==> src/rtl/adder_slice_sequencer.sv <==
// Wide unsigned adder that reuses one narrow adder_nbit slice per clock,
// least-significant slice first, with the carry held in a register between slices.

module adder_nbit #(
  parameter int BIT_WIDTH = 4
) (
  input  logic [BIT_WIDTH-1:0] i_a,
  input  logic [BIT_WIDTH-1:0] i_b,
  input  logic                 i_cin,
  output logic [BIT_WIDTH-1:0] o_sum,
  output logic                 o_cout
);
  assign {o_cout, o_sum} = {1'b0, i_a} + {1'b0, i_b} + {{BIT_WIDTH{1'b0}}, i_cin};
endmodule

// state   | meaning
// ST_IDLE | waiting for start; sum/overflow hold the last result
// ST_ADD  | one slice added per edge, slice index r_idx
// ST_DONE | one-cycle done pulse; start here begins the next operation
module adder_slice_sequencer #(
  parameter int BIT_WIDTH  = 4,
  parameter int NUM_SLICES = 4
) (
  input  logic                             clk,
  input  logic                             n_rst,
  input  logic                             start,
  input  logic [BIT_WIDTH*NUM_SLICES-1:0]  a,
  input  logic [BIT_WIDTH*NUM_SLICES-1:0]  b,
  input  logic                             carry_in,
  output logic                             busy,
  output logic                             done,
  output logic [BIT_WIDTH*NUM_SLICES-1:0]  sum,
  output logic                             overflow
);
  localparam int TOTAL = BIT_WIDTH * NUM_SLICES;
  localparam int IDX_W = (NUM_SLICES > 1) ? $clog2(NUM_SLICES) : 1;
  localparam logic [IDX_W-1:0] LAST_IDX = IDX_W'(NUM_SLICES - 1);

  typedef enum logic [1:0] {
    ST_IDLE = 2'd0,
    ST_ADD  = 2'd1,
    ST_DONE = 2'd2
  } state_t;

  state_t               r_state;
  state_t               w_state_nxt;
  logic                 w_accept;
  logic                 w_busy;
  logic                 w_done;
  logic                 w_last;

  logic [TOTAL-1:0]     r_a;
  logic [TOTAL-1:0]     r_b;
  logic                 r_carry;
  logic [IDX_W-1:0]     r_idx;
  logic [TOTAL-1:0]     r_part;
  logic [TOTAL-1:0]     r_sum;
  logic                 r_ovf;

  logic [31:0]          w_off;
  logic [BIT_WIDTH-1:0] w_a_sl;
  logic [BIT_WIDTH-1:0] w_b_sl;
  logic [BIT_WIDTH-1:0] w_slice_sum;
  logic                 w_cout;
  logic [TOTAL-1:0]     w_slice_mask;
  logic [TOTAL-1:0]     w_part_nxt;

  assign w_last = (r_idx == LAST_IDX);

  always_ff @(posedge clk or negedge n_rst) begin
    if (!n_rst) begin
      r_state <= ST_IDLE;
    end else begin
      r_state <= w_state_nxt;
    end
  end

  always_comb begin
    w_state_nxt = r_state;
    w_accept    = 1'b0;
    w_busy      = 1'b0;
    w_done      = 1'b0;
    case (r_state)
      ST_IDLE: begin
        if (start) begin
          w_accept    = 1'b1;
          w_state_nxt = ST_ADD;
        end
      end
      ST_ADD: begin
        w_busy = 1'b1;
        if (w_last) begin
          w_state_nxt = ST_DONE;
        end
      end
      ST_DONE: begin
        w_done = 1'b1;
        if (start) begin
          w_accept    = 1'b1;
          w_state_nxt = ST_ADD;
        end else begin
          w_state_nxt = ST_IDLE;
        end
      end
      default: w_state_nxt = ST_IDLE;
    endcase
  end

  // Slice selection by shifting keeps the index inside the operand for any idx value.
  assign w_off        = 32'(r_idx) * 32'(BIT_WIDTH);
  assign w_a_sl       = BIT_WIDTH'(r_a >> w_off);
  assign w_b_sl       = BIT_WIDTH'(r_b >> w_off);
  assign w_slice_mask = TOTAL'({BIT_WIDTH{1'b1}}) << w_off;
  assign w_part_nxt   = (r_part & ~w_slice_mask) | (TOTAL'(w_slice_sum) << w_off);

  adder_nbit #(.BIT_WIDTH(BIT_WIDTH)) u_slice (
    .i_a    (w_a_sl),
    .i_b    (w_b_sl),
    .i_cin  (r_carry),
    .o_sum  (w_slice_sum),
    .o_cout (w_cout)
  );

  always_ff @(posedge clk or negedge n_rst) begin
    if (!n_rst) begin
      r_a     <= '0;
      r_b     <= '0;
      r_carry <= 1'b0;
      r_idx   <= '0;
      r_part  <= '0;
      r_sum   <= '0;
      r_ovf   <= 1'b0;
    end else if (w_accept) begin
      r_a     <= a;
      r_b     <= b;
      r_carry <= carry_in;
      r_idx   <= '0;
    end else if (r_state == ST_ADD) begin
      r_part  <= w_part_nxt;
      r_carry <= w_cout;
      if (w_last) begin
        r_sum <= w_part_nxt;
        r_ovf <= w_cout;
        r_idx <= '0;
      end else begin
        r_idx <= r_idx + 1'b1;
      end
    end
  end

  assign busy     = w_busy;
  assign done     = w_done;
  assign sum      = r_sum;
  assign overflow = r_ovf;
endmodule

==> config.mk <==
export PLATFORM = sky130hd
export DESIGN_NAME = adder_slice_sequencer
export DESIGN_NICKNAME = d
export VERILOG_FILES = /design/src/rtl/adder_slice_sequencer.sv
export SDC_FILE = /design/constraint.sdc
export NUM_CORES = 1
export LEC_CHECK = 0
export CORE_UTILIZATION = 56
export DETAILED_ROUTE_END_ITERATION = 12
export GPL_ROUTABILITY_DRIVEN = 0
export PLACE_DENSITY_LB_ADDON = 0.05
export SLEW_MARGIN = 0
export SYNTH_ARGS = -nofsm -noshare
export SYNTH_HDL_FRONTEND = slang
export SYNTH_SLANG_ARGS = --single-unit
export TNS_END_PERCENT = 100
==> constraint.sdc <==
create_clock -name clk -period 6 [get_ports clk]
set_input_delay 0.9 -clock clk [delete_from_list [all_inputs] [get_ports clk]]
set_output_delay 0.9 -clock clk [all_outputs]
set_load 0.01 [all_outputs]
---- Word-level counts from Yosys, hierarchy flattened ----
Cells that the tools add are included.
storage, ports and cells
  register bits ........................... 70
cells by class
  shift-type cells ........................ 4
  equality and inequality tests ........... 5
  reductions and logical operators ........ 6
  muxes and demuxes ....................... 13
  add/sub/neg operators ................... 3
  bitwise logic cells ..................... 4
operators by type and width
  operator                                                            count
  16-bit by 4-bit >> shifter with 4-bit output                        2
  16-bit bitwise AND                                                  1
  16-bit inverter                                                     1
  16-bit OR                                                           1
  4-bit by 4-bit left shift with 16-bit output                        1
  4-bit by 4-bit left shift with 16-bit output, first input constant  1
  2-bit two-way mux                                                   5
  1-bit two-way mux                                                   7
  2-bit one-hot mux with 3 select lines                               1
  4-bit by 4-bit adder with 5-bit output                              1
  5-bit by 1-bit adder with 5-bit output                              1
  2-bit == test, second input constant                                2
  2-bit != test, second input constant                                2
  2-bit AND reduction                                                 2
  3-bit AND reduction                                                 1
  2-bit by 1-bit adder with 2-bit output, second input constant       1
  2-bit by 1-bit == test with 1-bit output, second input constant     1
  2-bit zero test                                                     1
  2-bit nonzero test                                                  1
  2-bit OR reduction                                                  1
  1-bit inverter                                                      1

---- Depth between registers and ports, before layout ----
  depth in word-level cells ............... 5
  depth in mapped cells ................... 8

---- Cells and area by module ----
A second synthesis with hierarchy kept.
second synthesis, totals
  cells, all modules ...................... 310
  area total of the unflattened synthesis .. 3070.4 um^2
modules (own cells, without submodules)
  module                 area an instance (um^2)  cells an instance  times used
  adder_slice_sequencer  2926.6                   294                1
  adder_nbit             143.9                    16                 1

---- Least setup slack after synthesis ----
Ideal clock, no wire load.
  kind .................................... flip-flop to flip-flop
  from .................................... reg r_idx[0]
  to ...................................... reg r_part[11]
  path buffers ............................ 3
  cell stages (with the launch flop) ...... 9
  setup slack ............................. 3399 ps
  arrival ................................. 2479 ps
  required time ........................... 5878 ps
  cells stage by stage .................... dfrtp_1 -> buf_4 -> buf_4 -> mux4_2 -> ha_1 -> and3_1 -> buf_6 -> or3_4 -> a32o_1
between the ends
  cells in the longest elaborated chain, start to end .. 5
  elaborated cells on any way between the ends .. 9
ends and longest elaborated chain
  what                                                             RTL line  RTL
  start: declaration                                               55        logic [IDX_W-1:0] r_idx;
  start signal: assignment                                         146       r_idx <= r_idx + 1'b1;
  16-bit by 4-bit >> shifter with 4-bit output (on tied branches)  111, 112
  4-bit by 4-bit adder with 5-bit output                           13        assign {o_cout, o_sum} = {1'b0, i_a} + {1'b0, i_b} + {{BIT_WIDTH{1'b0}}, i_cin};
  5-bit by 1-bit adder with 5-bit output                           13
  4-bit by 4-bit left shift with 16-bit output                     114       assign w_part_nxt = (r_part & ~w_slice_mask) | (TOTAL'(w_slice_sum) << w_off);
  16-bit OR (*)                                                    114
  end signal: assignment                                           139       r_part <= w_part_nxt;
  end: declaration                                                 56        logic [TOTAL-1:0] r_part;
Mark *: on every way between the ends. The rest lies on a longest branch, timed or not.
A chain may end at the register's enable or synchronous reset.

---- Worst setup path in the final report ----
  from .................................... reg r_idx[0]
  to ...................................... reg r_sum[6] (netlist: sum[6])
between the ends
  cells in the longest elaborated chain, start to end .. 5
  elaborated cells on any way between the ends .. 11
ends and longest elaborated chain
  what                                                             RTL line  RTL
  16-bit by 4-bit >> shifter with 4-bit output (on tied branches)  111, 112
  4-bit by 4-bit adder with 5-bit output                           13
  5-bit by 1-bit adder with 5-bit output                           13
  4-bit by 4-bit left shift with 16-bit output                     114
  16-bit OR                                                        114
  end signal: assignment                                           142       r_sum <= w_part_nxt;
  end: declaration                                                 57        logic [TOTAL-1:0] r_sum;
Several ways; a longest one is shown, not always the timed one.

==> results by group <==
GRT
  – Global route overflow: 0
  – Initial antenna violation count: 0
  – First-pass GRT wire length: 11.1 mm
  – Total track usage: 24.7%
  – Largest net degree at the start of global routing: 67
  – Vias in the first global route: ~2400

Clock tree
  – Cts repair resizes: 0
  – Setup bufs post-CTS: 0
  – Worst skew pair latency: 340 ps
  – CTS Hold Bufs: 0
  – Number of buffers created by CTS: 9
  – Clock slew at reported path FFs: around 70 ps
  – Htree depth: 3
  – Total clock sinks: 66
  – Root Buffer: clkbuf_8
  – Clk buf depth: 2
  – CTS tree: done

Placement
  – HPWL after detailed placement: 4.46 mm
  – Post-placement cell area: approximately 0.0036 mm²
  – IO Port Bufs: 54
  – Pre-CTS setup slack: 2680 ps

Critical path
  – Slowest cell on the critical path: dfrtp_1
  – Worst Path Max Fanout: 22
  – Slowest cell delay on critical path: 940 ps
  – Worst Setup End Kind: flop
  – Critical Path Start Type: flop
  – CP Launch Point: r_idx[0]
  – Worst EP required: ~6300 ps
  – CP Class: reg -> reg
  – Crit path DAT: 3620 ps
  – Critical path cell sequence: mux4_2 -> fa_1 -> fa_1 -> xor2_1 -> a221oi_1 -> nor2_1
  – Number of stages on the worst setup path: 6
  – Worst R2R Path Depth: 6
  – CP most frequent cell: fa_1
  – Crit path buf inv count: 0
  – R2R Path End: sum[6]
  – Crit path to: sum[6]
  – Worst flop-to-flop path startpoint: r_idx[0]
  – Reg2reg setup slack: 2640 ps
  – Critical path's top delay family: flip-flops

Cells and area
  – Area Growth Syn to Fin: 24.0%
  – Most common cell after layout, fill and taps aside: nand2_1
  – Final Cell Area: 0.00382 mm²
  – Layout fillers: 411
  – Layout cells sized above 1: 8.36%
  – Most frequent cells in the layout: nand2_1 (108), dfrtp_1 (66), clkdlybuf4s50_1 (53), nor2_1 (19), clkbuf_8 (10)
  – N_diodes: 0
  – Final nets: 400

Synth
  – Syn Std Cell Area: between 0.003 and 0.004 mm²
  – Post-synth EDFFs: 0
  – Main flop type after synthesis: dfrtp_1
  – Yosys warns: 0
  – Sequential area share after synthesis: 53.6%
  – FFs w/ async S/R, synth: 100%
  – Mapped Cells: just over 300
  – Yosys reg bits: 66
  – Net Count, Synth: ~350
  – Cell variety after synth: 34
  – Synth Area per Inst: approximately 10 µm²

Pwr
  – Leak: roughly 1.8 nW
  – Pwr Density: 606 mW/mm²
  – Power Total: 2.31 mW
  – Worst VDD drop: 0.340 mV

Routing
  – Wire per inst: 15.1 µm
  – DRC viols: 0
  – Via count: 2372
  – 1st-iter DRT viols: 205
  – Drt pass-1 iters: 4
  – Vias per cell: 5.53
  – Antenna Violating Nets Remaining: 0
  – Post-Route WL: ~6.5 mm

Floorplanning
  – Die area: around 0.0058 mm²
  – Initial Util: 59.2%
  – Row cnt: 26
  – Area of the core: 0.00520 mm²
  – Die Wd: 76.2 µm
  – I/O pins: 55
  – DIE HEIGHT: 76.2 µm

STA
  – Slew headroom: about two fifths
  – Final setup fails: 0
  – Setup slack after layout: 2640 ps
  – Slew at the pin with the worst max-slew slack: around 900 ps
  – RSZ-0062 raised after global routing: no
  – Min Tclk post-route: about 3400 ps
  – Max-slew violations: 0
  – Crit share post-route: 56.0%
  – Fmax: 0.298 GHz
  – Hold Vio Cnt, Final: 0
  – Max Clock Skew: 9.72 ps
  – Post-Route Setup TNS: 0 ps

Run
  – Max-cap violations: 0

Run status
  – Run status: finished, final reports clean

Min path
  – HP Class: reg -> reg
[synthesized netlist by cell type (2+ instances only)]
library cell	count	share of area [%]
nor3_1	3	0.49
a221oi_1	9	2.6
nor2b_1	7	1.4
mux4_2	8	5.9
o2111ai_1	3	0.85
inv_1	7	0.85
nand2b_1	2	0.41
nand3_1	5	0.81
a21o_2	2	0.57
nor2_1	19	2.3
ha_1	7	2.8
or4_1	3	0.73
fa_1	2	1.3
o31ai_1	2	0.49
and2_1	2	0.41
buf_4	2	0.49
o21ai_0	6	0.98
nand3b_1	3	0.73
dfrtp_1	66	54
nand2_1	108	13
a32o_1	3	0.98
a22o_1	9	2.6
mux2i_1	3	0.98
buf_2	7	1.1
clkbuf_1	9	1.1
[stage by stage]
step / utilization, % / hold slack [ps] / cells
floorplan: - / 440 / 306
global placement: 69.8 / 452 / 414
detailed placement: 69.8 / 461 / 414
CTS: 73.3 / 476 / 429
global route: 73.3 / 506 / 429
finish: 73.3 / 471 / 429
[worst register-to-register path, cell delays in order (launching register included)]
cell      delay, ps
dfrtp_1         940
mux4_2          620
fa_1            460
fa_1            430
xor2_1          520
a221oi_1        190
nor2_1          130
[flip-flops by register name, summed over array words and instances (netlist names)]
name	flops
r_part	12
r_idx	2
overflow	1
r_state	2
sum	16
r_b	16
r_carry	1
r_a	16
[logic make-up (layout without fill, tap and decap cells)]
group	after synthesis	in the layout	share of synthesized area, %
and+or+nand+nor	155	155	21.3
DFF	66	66	53.6
AOI/OAI and AO/OA	37	37	9.71
buffers and inverters	27	80	4.06
muxes	11	11	6.83
adders and majority gates	9	9	4.14
xor gates and xnor gates	1	1	0.284
[report_power, final]
part / internal, mW / total, mW / switching [mW]
Clock: 0.200 / 0.363 / 0.163
Sequential: 0.656 / 0.816 / 0.160
Combinational: 0.514 / 1.13 / 0.621
Total: 1.37 / 2.31 / 0.944
[per-layer routing]
metal	vias to the layer above	global-route usage, %	wire, µm
met2	62	40.2	3320
met5	-	0	0
met4	0	13.3	145
met1	1168	31.4	2770
met3	13	4.91	238
li1	1129	-	-
[worst min path at each step]
stage,start,endpoint,slack (ps),cells after the start
2_1_floorplan,r_a[10],r_a[10],440,2
3_3_place_gp,r_b[14],r_b[14],450,2
3_5_place_dp,r_a[11],r_a[11],460,2
4_1_cts,r_a[11],r_a[11],480,2
5_1_grt,sum[13],sum[13],510,2
6_report,r_a[11],r_a[11],470,2
[final cells by class]
| class | instances | area, µm² | area share, % |
|---|---|---|---|
| Sequential cell | 66 | 1650 | 43.3 |
| Multi-Input combinational cell | 213 | 1310 | 34.2 |
| Timing Repair Buffer | 57 | 558 | 14.6 |
| Clock buffer | 12 | 145 | 3.80 |
| Tap cell | 70 | 87.6 | 2.29 |
| Clock inverter | 3 | 40.0 | 1.05 |
| Inverter | 8 | 30.0 | 0.787 |
(Power assumes the default switching activity.)
